**config.mk**
```make
export PLATFORM = sky130hd
export DESIGN_NAME = vx_fpu_sqrt_iter
export DESIGN_NICKNAME = d
export VERILOG_FILES = /design/src/rtl/vx_fpu_sqrt_iter.sv
export SDC_FILE = /design/constraint.sdc
export NUM_CORES = 1
export LEC_CHECK = 0
export CAP_MARGIN = 20
export CORE_ASPECT_RATIO = 1.75
export CORE_UTILIZATION = 61
export DETAILED_ROUTE_END_ITERATION = 8
export PLACE_DENSITY_LB_ADDON = 0.08
export REMOVE_ABC_BUFFERS = 1
export SLEW_MARGIN = 15
export SYNTH_ARGS = -nofsm -noshare
export SYNTH_HDL_FRONTEND = slang
export SYNTH_SLANG_ARGS = --single-unit
export TNS_END_PERCENT = 20
```
**constraint.sdc**
```tcl
create_clock -name clk -period 5.8 [get_ports clk]
set_input_delay 1.16 -clock clk [delete_from_list [all_inputs] [get_ports clk]]
set_output_delay 1.16 -clock clk [all_outputs]
set_load 0.02 [all_outputs]
```
**src/rtl/vx_fpu_sqrt_iter.sv**
```systemverilog
// Multi-lane iterative FP32 square root: non-restoring digit recurrence, lanes in lockstep,
// full RISC-V rounding and IEEE flags behind a single-request valid/ready handshake.
module vx_fpu_sqrt_iter #(
    parameter int NUM_LANES      = 1,
    parameter int TAG_WIDTH      = 1,
    parameter int BITS_PER_CYCLE = 1
) (
    input  logic                     clk,
    input  logic                     reset,
    input  logic                     valid_in,
    output logic                     ready_in,
    input  logic [NUM_LANES-1:0]     mask_in,
    input  logic [TAG_WIDTH-1:0]     tag_in,
    input  logic [2:0]               frm,
    input  logic [NUM_LANES*32-1:0]  dataa,
    output logic                     valid_out,
    input  logic                     ready_out,
    output logic [NUM_LANES*32-1:0]  result,
    output logic [4:0]               fflags,
    output logic [TAG_WIDTH-1:0]     tag_out
);
    localparam int          N     = 26 / BITS_PER_CYCLE;
    localparam logic [4:0]  N_CNT = 5'(N);
    localparam logic [31:0] QNAN  = 32'h7FC00000;

    if (BITS_PER_CYCLE != 1 && BITS_PER_CYCLE != 2) begin : g_bad_radix
        $error("vx_fpu_sqrt_iter: BITS_PER_CYCLE must be 1 or 2");
    end

    typedef enum logic [1:0] {IDLE = 2'd0, CALC = 2'd1, PACK = 2'd2, DONE = 2'd3} state_e;

    function automatic logic [4:0] lzc24(input logic [23:0] x);
        logic [4:0] n;
        n = 5'd24;
        for (int i = 0; i < 24; i++) begin
            if (x[i]) n = 5'(23 - i);
            else      n = n;
        end
        return n;
    endfunction

    state_e                 state_q, state_d;
    logic [4:0]             cnt_q, cnt_d;
    logic                   valid_q, valid_d;
    logic [NUM_LANES-1:0]   mask_q;
    logic [TAG_WIDTH-1:0]   tag_q, tag_out_q;
    logic [2:0]             frm_q;
    logic [NUM_LANES*32-1:0] result_q, pack_res_s;
    logic [4:0]             fflags_q, pack_flags_s;
    logic                   accept_s;

    logic [51:0]            rad_q [NUM_LANES], rad_d [NUM_LANES], prep_rad_s [NUM_LANES];
    logic signed [31:0]     rem_q [NUM_LANES], rem_d [NUM_LANES];
    logic [25:0]            root_q [NUM_LANES], root_d [NUM_LANES];
    logic [7:0]             rexp_q [NUM_LANES], prep_exp_s [NUM_LANES];
    logic [31:0]            sres_q [NUM_LANES], prep_sres_s [NUM_LANES];
    logic                   spec_q [NUM_LANES], prep_spec_s [NUM_LANES];
    logic                   snv_q [NUM_LANES], prep_snv_s [NUM_LANES];

    assign ready_in  = (state_q == IDLE) | ((state_q == DONE) & ready_out);
    assign accept_s  = valid_in & ready_in;
    assign valid_out = valid_q;
    assign result    = result_q;
    assign fflags    = fflags_q;
    assign tag_out   = tag_out_q;

    // Operand classification, subnormal normalisation and radicand alignment per lane
    always_comb begin
        logic              sgn;
        logic [7:0]        ex;
        logic [22:0]       fr;
        logic [4:0]        lz;
        logic [23:0]       m24;
        logic signed [9:0] e;
        for (int l = 0; l < NUM_LANES; l++) begin
            sgn = dataa[32*l+31];
            ex  = dataa[32*l+23 +: 8];
            fr  = dataa[32*l +: 23];
            lz  = 5'd0;
            m24 = {1'b1, fr};
            e   = $signed({2'b00, ex}) - 10'sd127;
            prep_spec_s[l] = 1'b0;
            prep_sres_s[l] = 32'd0;
            prep_snv_s[l]  = 1'b0;
            if (ex == 8'hFF) begin
                prep_spec_s[l] = 1'b1;
                prep_sres_s[l] = QNAN;
                if (fr != 23'd0)  prep_snv_s[l]  = ~fr[22];
                else if (sgn)     prep_snv_s[l]  = 1'b1;
                else              prep_sres_s[l] = 32'h7F800000;
            end else if (ex == 8'd0 && fr == 23'd0) begin
                prep_spec_s[l] = 1'b1;
                prep_sres_s[l] = {sgn, 31'd0};
            end else if (sgn) begin
                prep_spec_s[l] = 1'b1;
                prep_sres_s[l] = QNAN;
                prep_snv_s[l]  = 1'b1;
            end else if (ex == 8'd0) begin
                lz  = lzc24({1'b0, fr});
                m24 = {1'b0, fr} << lz;
                e   = -10'sd126 - $signed({5'd0, lz});
            end else begin
                m24 = {1'b1, fr};
            end
            // Odd exponents borrow one radicand bit so the halved exponent stays exact
            if (e[0]) begin
                prep_rad_s[l] = {m24, 28'd0};
                e = e - 10'sd1;
            end else begin
                prep_rad_s[l] = {1'b0, m24, 27'd0};
            end
            prep_exp_s[l] = 8'((e >>> 1) + 10'sd127);
        end
    end

    // Non-restoring recurrence: negative remainders are repaired on the next step, not immediately
    always_comb begin
        logic signed [31:0] r, t;
        logic [25:0]        q;
        logic [51:0]        rd;
        for (int l = 0; l < NUM_LANES; l++) begin
            r  = rem_q[l];
            q  = root_q[l];
            rd = rad_q[l];
            for (int b = 0; b < BITS_PER_CYCLE; b++) begin
                t = {r[29:0], rd[51:50]};
                if (!r[31]) r = t - $signed({4'b0000, q, 2'b01});
                else        r = t + $signed({4'b0000, q, 2'b11});
                q  = {q[24:0], ~r[31]};
                rd = {rd[49:0], 2'b00};
            end
            if (accept_s) begin
                rad_d[l]  = prep_rad_s[l];
                rem_d[l]  = 32'sd0;
                root_d[l] = 26'd0;
            end else if (state_q == CALC) begin
                rad_d[l]  = rd;
                rem_d[l]  = r;
                root_d[l] = q;
            end else begin
                rad_d[l]  = rad_q[l];
                rem_d[l]  = rem_q[l];
                root_d[l] = root_q[l];
            end
        end
    end

    // Rounding, packing, special-lane mux and flag reduction
    always_comb begin
        logic [25:0]        q;
        logic signed [31:0] r;
        logic               rem_nz, g, s, inexact, inc, lane_nv, lane_nx;
        logic [23:0]        mant;
        logic [7:0]         ex;
        logic [31:0]        lane_res;
        pack_res_s   = '0;
        pack_flags_s = 5'd0;
        for (int l = 0; l < NUM_LANES; l++) begin
            q = root_q[l];
            r = rem_q[l];
            if (r[31]) rem_nz = (r + $signed({5'd0, q, 1'b1})) != 32'sd0;
            else       rem_nz = (r != 32'sd0);
            g       = q[1];
            s       = q[0] | rem_nz;
            inexact = g | s;
            case (frm_q)
                3'd1, 3'd2: inc = 1'b0;
                3'd3:       inc = inexact;
                3'd4:       inc = g;
                default:    inc = g & (s | q[2]);
            endcase
            mant = {1'b0, q[24:2]} + {23'd0, inc};
            ex   = rexp_q[l] + {7'd0, mant[23]};
            if (spec_q[l]) begin
                lane_res = sres_q[l];
                lane_nv  = snv_q[l];
                lane_nx  = 1'b0;
            end else begin
                lane_res = {1'b0, ex, mant[22:0]};
                lane_nv  = 1'b0;
                lane_nx  = inexact;
            end
            if (mask_q[l]) begin
                pack_res_s[32*l +: 32] = lane_res;
                pack_flags_s = pack_flags_s | {lane_nv, 3'b000, lane_nx};
            end else begin
                pack_res_s[32*l +: 32] = 32'd0;
            end
        end
    end

    // Control FSM next state and result-valid
    always_comb begin
        state_d = state_q;
        cnt_d   = cnt_q;
        valid_d = valid_q;
        case (state_q)
            IDLE: begin
                if (valid_in) begin
                    state_d = CALC;
                    cnt_d   = N_CNT;
                end else begin
                    state_d = IDLE;
                end
            end
            CALC: begin
                cnt_d = cnt_q - 5'd1;
                if (cnt_q == 5'd1) state_d = PACK;
                else               state_d = CALC;
            end
            PACK: begin
                state_d = DONE;
                valid_d = 1'b1;
            end
            DONE: begin
                if (ready_out) begin
                    valid_d = 1'b0;
                    if (valid_in) begin
                        state_d = CALC;
                        cnt_d   = N_CNT;
                    end else begin
                        state_d = IDLE;
                    end
                end else begin
                    state_d = DONE;
                end
            end
            default: state_d = IDLE;
        endcase
    end

    // Control and output registers
    always_ff @(posedge clk or negedge reset) begin
        if (!reset) begin
            state_q   <= IDLE;
            cnt_q     <= 5'd0;
            valid_q   <= 1'b0;
            mask_q    <= '0;
            tag_q     <= '0;
            frm_q     <= 3'd0;
            result_q  <= '0;
            fflags_q  <= 5'd0;
            tag_out_q <= '0;
        end else begin
            state_q <= state_d;
            cnt_q   <= cnt_d;
            valid_q <= valid_d;
            if (accept_s) begin
                mask_q <= mask_in;
                tag_q  <= tag_in;
                frm_q  <= frm;
            end
            if (state_q == PACK) begin
                result_q  <= pack_res_s;
                fflags_q  <= pack_flags_s;
                tag_out_q <= tag_q;
            end
        end
    end

    // Per-lane datapath registers
    always_ff @(posedge clk or negedge reset) begin
        if (!reset) begin
            for (int l = 0; l < NUM_LANES; l++) begin
                rad_q[l]  <= 52'd0;
                rem_q[l]  <= 32'sd0;
                root_q[l] <= 26'd0;
                rexp_q[l] <= 8'd0;
                sres_q[l] <= 32'd0;
                spec_q[l] <= 1'b0;
                snv_q[l]  <= 1'b0;
            end
        end else begin
            rad_q  <= rad_d;
            rem_q  <= rem_d;
            root_q <= root_d;
            if (accept_s) begin
                rexp_q <= prep_exp_s;
                sres_q <= prep_sres_s;
                spec_q <= prep_spec_s;
                snv_q  <= prep_snv_s;
            end
        end
    end
endmodule

```
==> results of run 1 <==
## worst min-delay path: cells and delay by family (launching register included)
| family | cells | cell delay, ps |
|---|---|---|
| flip-flops | 1 | 340 |
| AND/OR/NAND/NOR | 2 | 100 |
## sequential cells by signal (all words and copies together), names as in the netlist, 2 cells and up
| register | flops |
|---|---|
| frm_q | 3 |
| result | 32 |
| rad_q | 25 |
| sres_q | 3 |
| root_q | 26 |
| fflags | 2 |
| cnt_q | 5 |
| state_q | 2 |
| rem_q | 32 |
| rexp_q | 8 |
## power groups by stage
stage	registers (µW)	clock network, µW	logic [µW]
final	1850	1130	5270
after global routing	1880	1180	5740
after CTS	1820	1130	5120
after detailed placement	1830	0	5020
after global placement	1820	0	4890
after floorplan	1860	0	3490
## final cells by class
| type | instances | area, µm² | share of cell area |
|---|---|---|---|
| timing repair buffer | 134 | 1210 | 0.0906 |
| clock inverter | 10 | 136 | 0.0102 |
| inverter | 43 | 161 | 0.0121 |
| tap | 238 | 298 | 0.0223 |
| sequential | 144 | 3600 | 0.269 |
| clock buffer | 20 | 467 | 0.0349 |
| multi-input combinational | 1131 | 7500 | 0.561 |
## kinds of logic (layout without fill, tap and decap cells)
family | count (synthesis) | count (layout)
simple gates | 480 | 480
flops | 144 | 144
xor+xnor | 102 | 102
compound gates | 443 | 443
fa+ha+maj | 66 | 66
other cells | 1 | 3
mux | 37 | 37
buf+inv | 125 | 207
## worst max-delay path by stage
stage	cells after the start	end	from
after global placement	25	result[27]	rem_q[17]
after floorplan	25	result[27]	root_q[20]
after detailed placement	25	result[27]	rem_q[17]
after CTS	25	result[27]	rem_q[17]
final	25	result[30]	rem_q[17]
after global routing	25	result[30]	rem_q[21]
## through the flow
step                      worst slack (ps)  TNS (ps)  area [µm²]
final                                  227         0       13400
after global routing                 -25.9     -25.9       13400
after CTS                              103         0       13300
after detailed placement               170         0       12700
after global placement                 362         0       12700
after floorplan                        809         0       11200
## routing by layer
metal  vias to the layer above  GRT usage
met2                       551      0.790
met4                         0      0.397
li1                       5295          -
met1                      5575      0.372
met3                       255     0.0971
met5                         -          0
## synthesized netlist by cell type (5+ instances only)
cell type / number
nand2b_1: 15
o21a_1: 9
nor3_1: 32
a221oi_1: 6
o31ai_1: 17
mux2i_1: 27
clkbuf_1: 56
a22o_1: 34
a21oi_1: 78
inv_1: 40
mux2_2: 6
o21bai_1: 8
o21ai_1: 8
buf_2: 9
buf_1: 10
o31a_1: 6
and3_1: 16
dfrtp_1: 144
and2_1: 5
nand3_1: 40
ha_1: 66
a22oi_1: 11
o211ai_1: 11
a211oi_1: 16
nor2_1: 92
xnor2_1: 64
nand2_1: 198
o21ai_0: 115
nor4_1: 24
a32o_1: 5
o22ai_1: 20
a31oi_1: 12
or3_1: 7
nor2b_1: 11
a21o_1: 17
xor2_1: 38
nand4_1: 12
o22a_1: 6
## repair_timing
| item | in CTS | in global routing |
|---|---|---|
| setup endpoints to repair | 0 | 8 |
| resized for setup | 0 | 16 |
| hold buffers | 0 | 0 |
| buffers inserted | 0 | 0 |
==> qor.txt, run 1 <==
Period minus WS final: 5570 ps
global-route wire length before repair: 63.1 mm
max cap viols: 0
Crit-path slowest cell: ha_2
fin. max-slew vios: 0
WL met3: 2.19 mm
# port buffers: 77
WL met2: 21.1 mm
Compound-Gate Fraction of Synth Area: 0.262
final hold vios: 0
Placer Congestion: 1.09
routed wire length: 40.4 mm
DR pass1 iterations: 8
DIE WIDTH: 106 µm
top cells by area, synth: dfrtp_1 31%, ha_1 7.2%, nand2_1 6.4%
area grow syn2layout: 15.9%
Max Fanout on Critical Path: 7
EDFF count, synth: 0
CP Launch Type: register
final net count: 1578
Crit. End Element: register
Syn Inst Count: 1398
Num CTS Buffers: 17
register share of total power: 0.224
slowest stage delay, CP: 430 ps
largest net degree at the start of global routing: 99
Synth Area in Simple Gates: 0.194
Seq cells post-synth: 144
PwrDens: 616 mW/mm²
worst skew pair latency: 430 ps
First DRT Iteration DRCs: 993
max frequency: 0.179 GHz
Sw Share: 0.479
Gate power share: 0.639
Die Height: 184 µm
total gr overflow: 0
largest family of logic cells by synthesized area: compound AO/OA/AOI/OAI gates
clk buf depth: 2
Static Leak: 0.00570 µW
Crit Path Class: reg -> reg
CTS tree: yes
top routing layer used: met4
worst r2r dst: result[30]
detailed placer's ending HPWL: 29.9 mm
layout cells sized above 1: 0.0938
max_slew headroom: 0.287
antenna viol nets, final: 0
Avg Cell Area, Syn: 8.26 µm²
CTS root buf: clkbuf_16
gr usage total: 0.427
Post-Syn Area: 0.0115 mm²
worst reg2reg path depth: 25
Ports: 81
Worst EP arrival: 5890 ps
Final Cycle Share: 0.961
CP delay by family, top: simple AND/OR/NAND/NOR gates
Synth Area in Adders: 0.0715
Initial Util: 0.621
Cells after DPL: 1690
Die ar.: 0.0195 mm²
most frequent cells in the layout: 198 x nand2_1, 144 x dfrtp_1, 113 x o21ai_0, 91 x nor2_1, 76 x clkdlybuf4s50_1
CP bufs+invs: 0
final setup fails: 0
Synth Area in XOR/XNOR: 0.0774
initial antenna violation count: 0
routed length on met1: 12.6 mm
antenna cell count: 0
R2R Setup Slk: 230 ps
clock share of power: 0.137
hold crit path type: reg -> reg
total number of vias: 11700
Clock Skews: 6.94 ps
Clock transition at path regs: 60 ps
fillers: 1478
register area share after synthesis: 0.312
Non-Filler Instances: 1720
Worst-Margin Slew: 1070 ps
Yosys top cell area share: 0.312
outcome: completed
asr flop ratio synth: 1.00
reg2reg start: rem_q[17]
Pwr Total: 8240 µW
TritonCTS Sinks: 144
DR WL/cell: 23.5 µm
hold path depth: 2
Worst VDD drop: 0.487 mV
HP Start: valid_out
Yosys cell types: 95
DR DRC count: 0
final core occ: 0.720
most common cell after layout, fill and taps aside: nand2_1
worst hold slack: 476 ps
vias in the first global route: 11900
Crit path top cell by count: nand3_1
top cell type by total area after synthesis: dfrtp_1
DR vias/cell: 6.79
core area: 0.0186 mm²
CP Data Required Time: 6120 ps
most used flip-flop cell after synthesis: dfrtp_1
Yosys warning count: 0
Std-Cell Rows: 66
cell-internal power: 4300 µW
Hold EP: valid_out
H-tree depth: 4
mux cell area share after synthesis: 0.0364
net switching power: 3950 µW
Note: power is estimated with default switching activity, not from simulation.
==> run 2: changes to the inputs <==
--- a/config.mk
+++ b/config.mk
@@ -7,6 +7,7 @@
 export LEC_CHECK = 0
 export CAP_MARGIN = 20
 export CORE_ASPECT_RATIO = 1.75
+export CORE_MARGIN = 3
 export CORE_UTILIZATION = 61
 export DETAILED_ROUTE_END_ITERATION = 8
 export PLACE_DENSITY_LB_ADDON = 0.08
==> run 2 against run 1 <==
Effect of this change: sequential power about the same; largest cell class unchanged; critical path type unchanged; clock-buffer cell count increased by 2; global-route usage is 3.0 points lower; hold slack gained 3.2 ps; die area grew 6.0%; sequential share of layout area is 0.096 points higher; flip-flop and latch count did not move.
==> qor.txt, run 2 (synthesized netlist as in run 1, its figures left out) <==
outcome: completed
Max Fanout on Critical Path: 4
final setup fails: 0
most frequent cells in the layout: 198 x nand2_1, 144 x dfrtp_1, 113 x o21ai_0, 91 x nor2_1, 76 x clkdlybuf4s50_1
largest net degree at the start of global routing: 101
Multi-input gate area: 0.00749 mm²
worst reg2reg path depth: 25
Hold EP: result[8]
hold crit path type: reg -> reg
reg2reg start: rem_q[19]
gr usage total: 0.397
max_slew headroom: 0.257
antenna cell count: 0
Num CTS Buffers: 17
Crit Path Class: reg -> reg
Static Leak: 0.00567 µW
First DRT Iteration DRCs: 973
antenna viol nets, final: 0
global-route wire length before repair: 62.7 mm
# port buffers: 77
net switching power: 3920 µW
vias in the first global route: 11800
Clock Skews: 9.83 ps
PwrDens: 612 mW/mm²
final net count: 1575
layout cells sized above 1: 0.0905
hold path depth: 2
DR WL/cell: 23.4 µm
cell-internal power: 4240 µW
Setup Fix Bufs, Post-CTS: 0
Worst-Margin Slew: 1110 ps
CTS root buf: clkbuf_16
CP Data Required Time: 6130 ps
Die ar.: 0.0207 mm²
Post-DP Area: 0.0127 mm²
final hold vios: 0
Worst VDD drop: 0.523 mV
CP Launch Type: register
Initial Util: 0.621
total gr overflow: 0
Final Cycle Share: 0.949
core area: 0.0186 mm²
max frequency: 0.182 GHz
Gate power share: 0.637
CTS tree: yes
Worst EP arrival: 5830 ps
FF/Latch Area: 0.00360 mm²
most common cell after layout, fill and taps aside: nand2_1
area grow syn2layout: 15.5%
Placer Congestion: 1.05
TritonCTS Sinks: 144
routed wire length: 40.2 mm
register share of total power: 0.228
R2R Setup Slk: 290 ps
Period minus WS final: 5510 ps
total number of vias: 11700
initial antenna violation count: 0
Pwr Total: 8160 µW
HP Start: result[8]
DR DRC count: 0
DIE WIDTH: 110 µm
fillers: 1498
final instance area: 0.0133 mm²
Sw Share: 0.481
max cap viols: 0
DR pass1 iterations: 6
clock share of power: 0.135
Non-Filler Instances: 1718
Cells after DPL: 1687
worst r2r dst: result[27]
worst skew pair latency: 430 ps
DR vias/cell: 6.79
Ports: 81
clk buf depth: 2
setup_tns: 0 ps
RSZ-0062 raised after global routing: false
Clock transition at path regs: 70 ps
Std-Cell Rows: 66
detailed placer's ending HPWL: 29.8 mm
Die Height: 188 µm
Crit. End Element: register
fin. max-slew vios: 0
H-tree depth: 4
## run 2: power by group through the flow
stage | combinational [µW] | clock (µW) | sequential, µW
finish | 5200 | 1100 | 1860
global route | 5700 | 1140 | 1890
CTS | 5050 | 1110 | 1840
detailed placement | 4980 | 0 | 1850
global placement | 4860 | 0 | 1830
floorplan | 3490 | 0 | 1860
## run 2: routing by layer
metal	vias up	share of wire	track usage	wire [µm]
li1	5299	-	-	-
met1	5576	0.32	0.362	12900
met2	547	0.53	0.712	21200
met3	249	0.051	0.0865	2040
met4	0	0.10	0.335	4060
met5	-	0	0	0
## run 2: critical path: stages, from the launching register on
cell	delay (ps)
dfrtp_1	430
ha_2	400
o211ai_1	110
o21ai_0	230
and4_1	300
mux2_2	350
a311oi_1	290
o21ai_0	150
a41o_1	250
nand4_1	90
o21ai_1	120
nor2b_1	170
o31ai_1	230
ha_1	220
nand3_1	130
nor2_1	170
nand2_1	140
nor2_4	190
nand3_1	130
nor3_2	230
ha_2	240
ha_1	220
nand3_1	130
xnor2_1	200
nor2_1	70
o31ai_1	200
## run 2: area by class of cell
class / count / area share
clock buffer: 22 / 0.0356
inverter: 43 / 0.0121
multi-input combinational: 1131 / 0.562
tap: 238 / 0.0223
clock inverter: 9 / 0.00807
timing repair buffer: 131 / 0.0893
sequential: 144 / 0.270
## run 2: metrics by stage
step	util	worst slack, ps	hold WS (ps)
2_1_floorplan	-	809	439
3_5_place_dp	0.683	189	468
4_1_cts	0.715	86.4	482
5_1_grt	0.717	2.07	491
3_3_place_gp	0.683	401	457
6_report	0.717	294	479
## run 2: what timing repair did
| item | 4_1_cts | 5_1_grt |
|---|---|---|
| hold buffers | 0 | 0 |
| resized for setup | 1 | 14 |
| endpoints found under the setup margin | 1 | 8 |
## run 2: how the worst max path moves through the flow
stage | from | endpoint | slack, ps
after global placement | root_q[2] | result[27] | 400
after global routing | rem_q[9] | result[27] | 2
after detailed placement | rem_q[17] | result[29] | 190
after floorplan | root_q[20] | result[27] | 810
after CTS | rem_q[17] | result[27] | 90
final | rem_q[19] | result[27] | 290
